<file path="config.mk">
export PLATFORM = sky130hd
export DESIGN_NAME = tick_divider_multi
export DESIGN_NICKNAME = d
export VERILOG_FILES = /design/src/rtl/tick_pkg.sv /design/src/rtl/tick_channel.sv /design/src/rtl/tick_divider_multi.sv
export SDC_FILE = /design/constraint.sdc
export NUM_CORES = 1
export LEC_CHECK = 0
export BUFFER_PORTS_ARGS = -buffer_cell sky130_fd_sc_hd__buf_2
export CAP_MARGIN = 30
export CORE_ASPECT_RATIO = 0.9
export CORE_MARGIN = 8
export CORE_UTILIZATION = 64
export DETAILED_ROUTE_END_ITERATION = 7
export GPL_ROUTABILITY_DRIVEN = 0
export PLACE_DENSITY_LB_ADDON = 0.15
export SLEW_MARGIN = 10
export SYNTH_ARGS = -nofsm -noshare
export SYNTH_HDL_FRONTEND = slang
export SYNTH_HIERARCHICAL = 1
export SYNTH_SLANG_ARGS = --single-unit
</file>
<file path="constraint.sdc">
create_clock -name clk -period 3.6 [get_ports clk]
set_input_delay 0.72 -clock clk [delete_from_list [all_inputs] [get_ports clk]]
set_output_delay 0.72 -clock clk [all_outputs]
set_load 0.03 [all_outputs]
</file>
<file path="src/rtl/tick_pkg.sv">
// -----------------------------------------------------------------------------
// tick_pkg
//   Shared types and helpers for the multi-channel tick divider.
//   - ch_state_t    : per-channel run state (IDLE / RUN / DONE)
//   - CNT_W_DEFAULT : default counter/divisor width (covers 12 MHz -> 1 Hz)
//   - hz_to_div()   : divisor that turns clk_hz into a tick_hz pulse train
// -----------------------------------------------------------------------------
package tick_pkg;

    typedef enum logic [1:0] {
        IDLE = 2'd0,    // paused, counter held
        RUN  = 2'd1,    // counting
        DONE = 2'd2     // one-shot expired, waits for clr
    } ch_state_t;

    localparam int CNT_W_DEFAULT = 24;

    // Divisor for a tick rate of tick_hz from a clk_hz clock.
    // A zero target rate yields 0, which the config path rejects.
    function automatic int unsigned hz_to_div(input int unsigned clk_hz,
                                              input int unsigned tick_hz);
        if (tick_hz == 0) begin
            return 0;
        end
        return clk_hz / tick_hz;
    endfunction

endpackage

</file>
<file path="src/rtl/tick_channel.sv">
// -----------------------------------------------------------------------------
// tick_channel
//   One tick channel: up-counter, active divisor/mode, shadow (pending) config
//   and the IDLE/RUN/DONE state machine.
// Ports
//   clk, rst_n   : clock, asynchronous active-low reset
//   en           : run enable (low = pause, counter held)
//   clr          : synchronous restart, applies any pending config
//   cfg_we       : validated write strobe already decoded for this channel
//   cfg_div      : new divisor (never 0 here)
//   cfg_oneshot  : new mode, 1 = one-shot
//   tick         : registered 1-cycle pulse on each wrap
//   busy         : registered, high while in RUN
// -----------------------------------------------------------------------------
module tick_channel
    import tick_pkg::*;
#(
    parameter int CNT_W       = CNT_W_DEFAULT,
    parameter int DEFAULT_DIV = 12_000_000
) (
    input  logic             clk,
    input  logic             rst_n,
    input  logic             en,
    input  logic             clr,
    input  logic             cfg_we,
    input  logic [CNT_W-1:0] cfg_div,
    input  logic             cfg_oneshot,
    output logic             tick,
    output logic             busy
);

    ch_state_t        state_q, state_d;
    logic [CNT_W-1:0] cnt_q, cnt_d;
    logic [CNT_W-1:0] div_q, div_d;
    logic             oneshot_q, oneshot_d;
    logic [CNT_W-1:0] pend_div_q, pend_div_d;
    logic             pend_oneshot_q, pend_oneshot_d;
    logic             pend_valid_q, pend_valid_d;
    logic             tick_q, tick_d;
    logic             busy_q, busy_d;

    // A write arriving this cycle supersedes anything still pending, so every
    // apply point below uses these merged values.
    logic             new_valid;
    logic [CNT_W-1:0] new_div;
    logic             new_oneshot;
    logic             at_wrap;
    logic             counting;

    assign new_valid   = cfg_we | pend_valid_q;
    assign new_div     = cfg_we ? cfg_div : pend_div_q;
    assign new_oneshot = cfg_we ? cfg_oneshot : pend_oneshot_q;
    assign at_wrap     = (cnt_q == div_q - CNT_W'(1));
    // Counting is gated by en directly, so the edge that leaves IDLE already
    // counts and a period is exactly div enabled edges.
    assign counting    = en && (state_q != DONE);

    always_comb begin
        state_d        = state_q;
        cnt_d          = cnt_q;
        div_d          = div_q;
        oneshot_d      = oneshot_q;
        pend_div_d     = pend_div_q;
        pend_oneshot_d = pend_oneshot_q;
        pend_valid_d   = pend_valid_q;
        tick_d         = 1'b0;

        if (clr) begin
            // Restart wins over wrap: no tick on this edge.
            cnt_d   = '0;
            state_d = en ? RUN : IDLE;
            if (new_valid) begin
                div_d        = new_div;
                oneshot_d    = new_oneshot;
                pend_valid_d = 1'b0;
            end
        end else if ((state_q != RUN) && new_valid) begin
            // Not mid-period: apply at once and restart the phase, so a held
            // count can never sit above a smaller new divisor.
            cnt_d        = '0;
            div_d        = new_div;
            oneshot_d    = new_oneshot;
            pend_valid_d = 1'b0;
            if ((state_q == IDLE) && en) begin
                state_d = RUN;
            end
        end else begin
            if (cfg_we) begin
                pend_div_d     = cfg_div;
                pend_oneshot_d = cfg_oneshot;
                pend_valid_d   = 1'b1;
            end
            if (counting) begin
                if (at_wrap) begin
                    cnt_d  = '0;
                    tick_d = 1'b1;
                    // Period boundary: the only safe point to swap divisors.
                    if (new_valid) begin
                        div_d        = new_div;
                        oneshot_d    = new_oneshot;
                        pend_valid_d = 1'b0;
                    end
                    state_d = oneshot_q ? DONE : RUN;
                end else begin
                    cnt_d   = cnt_q + CNT_W'(1);
                    state_d = RUN;
                end
            end else if (state_q == RUN) begin
                state_d = IDLE;
            end
        end

        busy_d = (state_d == RUN);
    end

    always_ff @(posedge clk or negedge rst_n) begin
        if (!rst_n) begin
            state_q        <= IDLE;
            cnt_q          <= '0;
            div_q          <= CNT_W'(DEFAULT_DIV);
            oneshot_q      <= 1'b0;
            pend_div_q     <= '0;
            pend_oneshot_q <= 1'b0;
            pend_valid_q   <= 1'b0;
            tick_q         <= 1'b0;
            busy_q         <= 1'b0;
        end else begin
            state_q        <= state_d;
            cnt_q          <= cnt_d;
            div_q          <= div_d;
            oneshot_q      <= oneshot_d;
            pend_div_q     <= pend_div_d;
            pend_oneshot_q <= pend_oneshot_d;
            pend_valid_q   <= pend_valid_d;
            tick_q         <= tick_d;
            busy_q         <= busy_d;
        end
    end

    assign tick = tick_q;
    assign busy = busy_q;

endmodule

</file>
<file path="src/rtl/tick_divider_multi.sv">
// -----------------------------------------------------------------------------
// tick_divider_multi
//   NUM_CH independent tick channels, each dividing clk by a runtime divisor.
//   This level decodes and validates configuration writes and registers the
//   cfg_err pulse; the channels do the counting.
// Ports
//   clk, rst_n   : clock, asynchronous active-low reset
//   en[NUM_CH]   : per-channel run enable
//   clr[NUM_CH]  : per-channel synchronous restart
//   cfg_we       : divisor/mode write strobe
//   cfg_ch       : target channel; one code wider than the channel count so
//                  that out-of-range indices reach the error check
//   cfg_div      : new divisor, period = cfg_div cycles (0 is rejected)
//   cfg_oneshot  : 1 = one-shot, 0 = periodic
//   tick[NUM_CH] : registered 1-cycle tick pulses
//   busy[NUM_CH] : registered, channel in RUN
//   cfg_err      : registered 1-cycle pulse when a write is rejected
// -----------------------------------------------------------------------------
module tick_divider_multi
    import tick_pkg::*;
#(
    parameter int CLK_HZ      = 12_000_000,
    parameter int NUM_CH      = 4,
    parameter int CNT_W       = CNT_W_DEFAULT,
    parameter int DEFAULT_DIV = int'(hz_to_div(CLK_HZ, 1)),
    localparam int CH_W       = $clog2(NUM_CH + 1)
) (
    input  logic              clk,
    input  logic              rst_n,
    input  logic [NUM_CH-1:0] en,
    input  logic [NUM_CH-1:0] clr,
    input  logic              cfg_we,
    input  logic [CH_W-1:0]   cfg_ch,
    input  logic [CNT_W-1:0]  cfg_div,
    input  logic              cfg_oneshot,
    output logic [NUM_CH-1:0] tick,
    output logic [NUM_CH-1:0] busy,
    output logic              cfg_err
);

    logic cfg_bad;
    logic cfg_err_q, cfg_err_d;

    always_comb begin
        cfg_bad   = (cfg_div == '0) || (cfg_ch >= CH_W'(NUM_CH));
        cfg_err_d = cfg_we && cfg_bad;
    end

    always_ff @(posedge clk or negedge rst_n) begin
        if (!rst_n) begin
            cfg_err_q <= 1'b0;
        end else begin
            cfg_err_q <= cfg_err_d;
        end
    end

    assign cfg_err = cfg_err_q;

    genvar gi;
    generate
        for (gi = 0; gi < NUM_CH; gi++) begin : g_ch
            logic ch_we;
            assign ch_we = cfg_we && !cfg_bad && (cfg_ch == CH_W'(gi));

            tick_channel #(
                .CNT_W      (CNT_W),
                .DEFAULT_DIV(DEFAULT_DIV)
            ) u_ch (
                .clk        (clk),
                .rst_n      (rst_n),
                .en         (en[gi]),
                .clr        (clr[gi]),
                .cfg_we     (ch_we),
                .cfg_div    (cfg_div),
                .cfg_oneshot(cfg_oneshot),
                .tick       (tick[gi]),
                .busy       (busy[gi])
            );
        end
    endgenerate

endmodule

</file>
==> results.sh <==
export IMPL_status="finished clean"
export IMPL_grt_max_degree=101
export IMPL_die_h_um=189
export IMPL_htreeDepth=2
export IMPL_synth_edff_count=0
export IMPL_fmaxAchievable_ghz=0.285
export IMPL_cts_root_buffer="clkbuf_16"
export IMPL_arrival_ns=3.92
export IMPL_ir_worst_vdd_mv=0.483
export IMPL_r2r_end="g_ch[3].u_ch/div_q[4]"
export IMPL_wl_per_cell_um=20.7
export IMPL_numCtsBuffers=35
export IMPL_final_util_pct=72.1
export IMPL_path_buf_inv=1
export IMPL_synthArstFlopShare_pct=100
export IMPL_netlist_instances=2219
export IMPL_grt_pass1_wl_um=92500
export IMPL_ant_nets=0
export IMPL_synth_flop_cell="dfrtp_1"
export IMPL_netlist_area_um2=21200
export IMPL_chipWidth_um=208
export IMPL_crit_cells=9
export IMPL_dpl_hpwl_um=38600
export IMPL_fin_nets=2322
export IMPL_power_leakage_nw=9.50
export IMPL_overflow=0
export IMPL_grt_use_met1_pct=37.3
export IMPL_syn2layout_area_growth_pct=11.6
export IMPL_ios=48
export IMPL_crit_path_start_kind="register"
export IMPL_synth_warnings=6
export IMPL_hold_class="in -> async"
export IMPL_max_cap_viol_count=0
export IMPL_relSlewSlack_pct=41.6
export IMPL_drc=0
export IMPL_die_area_um2=39200
export IMPL_path_class="reg -> reg"
export IMPL_grtUsageMet3_pct=4.47
export IMPL_clock_sinks=317
export IMPL_drive_above_1_share_pct=25.9
export IMPL_r2r_cells=9
export IMPL_clockBufferDepth=3
export IMPL_core_area_um2=32800
export IMPL_reg2reg_from="g_ch[3].u_ch/div_q[15]"
export IMPL_ys_seq_area_share_pct=37.6
export IMPL_period_needed_ns=3.51
export IMPL_insertion_delay_ns=0.53
export IMPL_vias_per_cell=6.61
export IMPL_yosys_cell_types_count=78
export IMPL_critPathMaxFanout=13
export IMPL_num_rows=63
export IMPL_first_global_vias=17703
export IMPL_worst_setup_path_end_kind="register"
export IMPL_period_share_pct=97.4
export IMPL_clk_pin_slew_worst_paths_ns=0.06
export IMPL_start_util_pct=64.7
export IMPL_final_setup_tns_ns=0
export IMPL_required_ns=4.02
export IMPL_cts_tree="yes"
export IMPL_critical_path_cell_chain="or3_1 -> or4_1 -> or4_1 -> a211o_1 -> a21oi_1 -> nand4_1 -> a21oi_4 -> buf_12 -> mux2_2"
export IMPL_finalWorstSetupSlack_ns=0.0931
export IMPL_pre_cts_ws_ns=-0.140
export IMPL_grt_use_met2_pct=46.7
export IMPL_cpPeakStageDelay_ns=0.49
export IMPL_finalHoldViolations=0
export IMPL_crit_path_end="g_ch[3].u_ch/div_q[4]"
export IMPL_diodes=0
export IMPL_initialDrtViolationCount=1516
export IMPL_avgSynthCellArea_um2=9.56
export IMPL_setup_viol=0
export IMPL_antenna_found_initial=1
export IMPL_track_usage_pct=28.2
export IMPL_skew_ns=0.0182
export IMPL_cp_common_cell="or4_1"
export IMPL_powerDensity_nw_per_um2=510
export IMPL_wl_um=56400
export IMPL_syn_nets=2266
export IMPL_port_buffers=47
export IMPL_tightest_slew_ns=0.868
export IMPL_final_max_slew_violation_count=0
export IMPL_num_vias=18006
export IMPL_r2r_setup_slack_ns=0.09
export IMPL_dr_pass1_iters=6
export IMPL_path_delay_family="simple AND/OR/NAND/NOR gates"
export IMPL_synth_seq_cells=317
export IMPL_crit_slowest_cell="or4_1"
export IMPL_grt_busiest_layer="met2"
export IMPL_crit_start="g_ch[3].u_ch/div_q[15]"
export IMPL_ctsHoldBuffers=0
[metal layers]
layer / vias to the layer above / share of wire [%]
li1: 8320 / -
met1: 8888 / 43
met2: 653 / 48
met3: 143 / 6.6
met4: 2 / 3.1
met5: - / 0.021
[registers in the layout, indices dropped and copies added (netlist names)]
signal                    cells
g_ch.u_ch/cnt_q              96
g_ch.u_ch/div_q              96
g_ch.u_ch/pend_div_q         96
g_ch.u_ch/state_q             8
g_ch.u_ch/busy                4
g_ch.u_ch/oneshot_q           4
g_ch.u_ch/pend_oneshot_q      4
g_ch.u_ch/pend_valid_q        4
g_ch.u_ch/tick                4
cfg_err                       1
[cells by family after synthesis]
group,count (synthesis),share of synthesized area [%]
AO/OA/AOI/OAI,371,11.9
flip-flops,317,37.6
XOR/XNOR,184,7.60
AND/OR/NAND/NOR,859,23.8
multiplexers,264,13.5
adder cells (fa/ha/maj),8,0.472
buffers and inverters,216,4.96
[where the power goes]
part	total, W	internal, W	switching, W
Clock	0.00369	0.00220	0.00149
Combinational	0.00377	0.00179	0.00198
Sequential	0.00460	0.00413	0.000464
[Yosys cell counts, drive strengths merged (26+ instances only)]
cell type / n / area, um2
dfrtp: 277 / 6930
nor3: 228 / 1480
mux2: 184 / 2070
clkbuf: 120 / 450
nor2: 118 / 450
xnor2: 108 / 946
nand3: 105 / 526
nand2: 103 / 387
o21ai: 88 / 440
mux2i: 80 / 801
xor2: 76 / 666
buf: 62 / 473
a31oi: 60 / 375
nor4: 60 / 425
a211oi: 56 / 420
a21oi: 40 / 223
dfstp: 40 / 1050
and3: 38 / 238
inv: 34 / 128
nand4: 34 / 213
nand2b: 26 / 163
or3: 26 / 168
[how the worst min path moves through the flow]
stage,startpoint,endpoint,cells past startpoint,slack (ns)
2_1_floorplan,rst_n,cfg_err,0,0.42
3_3_place_gp,g_ch[3].u_ch/pend_div_q[3],g_ch[3].u_ch/pend_div_q[3],1,0.48
3_5_place_dp,g_ch[2].u_ch/pend_div_q[8],g_ch[2].u_ch/pend_div_q[8],1,0.49
4_1_cts,rst_n,g_ch[1].u_ch/div_q[19],1,0.21
5_1_grt,rst_n,g_ch[1].u_ch/cnt_q[15],1,0.21
6_report,rst_n,g_ch[1].u_ch/cnt_q[15],1,0.17
[layout make-up]
class / count / area, um2
inverter: 34 / 128
clock inverter: 14 / 168
multi-input combinational: 1688 / 12300
timing repair buffer: 199 / 1540
clock buffer: 49 / 1020
sequential: 317 / 7980
fill: 2364 / 9130
tap: 422 / 528
[stage by stage]
step	power [W]	hold WS (ns)	std cells	cell area, um2
CTS	0.0120	0.211	2715	23500
floorplan	0.00703	0.424	2219	21200
global placement	0.00810	0.485	2650	22300
global route	0.0127	0.210	2723	23700
detailed placement	0.00826	0.492	2650	22300
finish	0.0121	0.171	2723	23700
[worst reg2reg max path, delay by kind of cell, from the launching register on]
| family | cells | cell delay (ns) |
|---|---|---|
| AND/OR/NAND/NOR | 4 | 1.70 |
| flip-flops | 1 | 0.37 |
| buffers and inverters | 1 | 0.17 |
| multiplexers | 1 | 0.35 |
| AO/OA/AOI/OAI | 3 | 0.80 |
[placed cells by master, fill, tap and decap left out, drive strengths merged, types with 8 or more instances in the layout]
cell type	n
nand3	105
nand2b	26
dfstp	40
dfrtp	277
or3	26
nor2b	11
nor4b	10
nor4	60
mux2i	80
a211oi	56
a221oi	8
and3	38
clkinv	11
a21oi	42
and2	13
nand2	103
xor2	76
ha	8
o21ai	88
nand4	34
xnor2	108
clkbuf	51
nor2	118
a31oi	60
or2	14
inv	34
o22ai	14
o211ai	12
mux2	184
a2111oi	10
o31ai	12
a21o	10
or4	24
nor3b	20
nor3	228
buf	197
[repair_timing]
item / CTS / global route
cloned: 2 / 0
endpoints found under the setup margin: 42 / 52
endpoints found under the hold margin: 0 / 0
pin swaps: 2 / 6
setup buffers: 0 / 6
gates resized for setup: 3 / 5
Power figures use the tool's default switching activity.
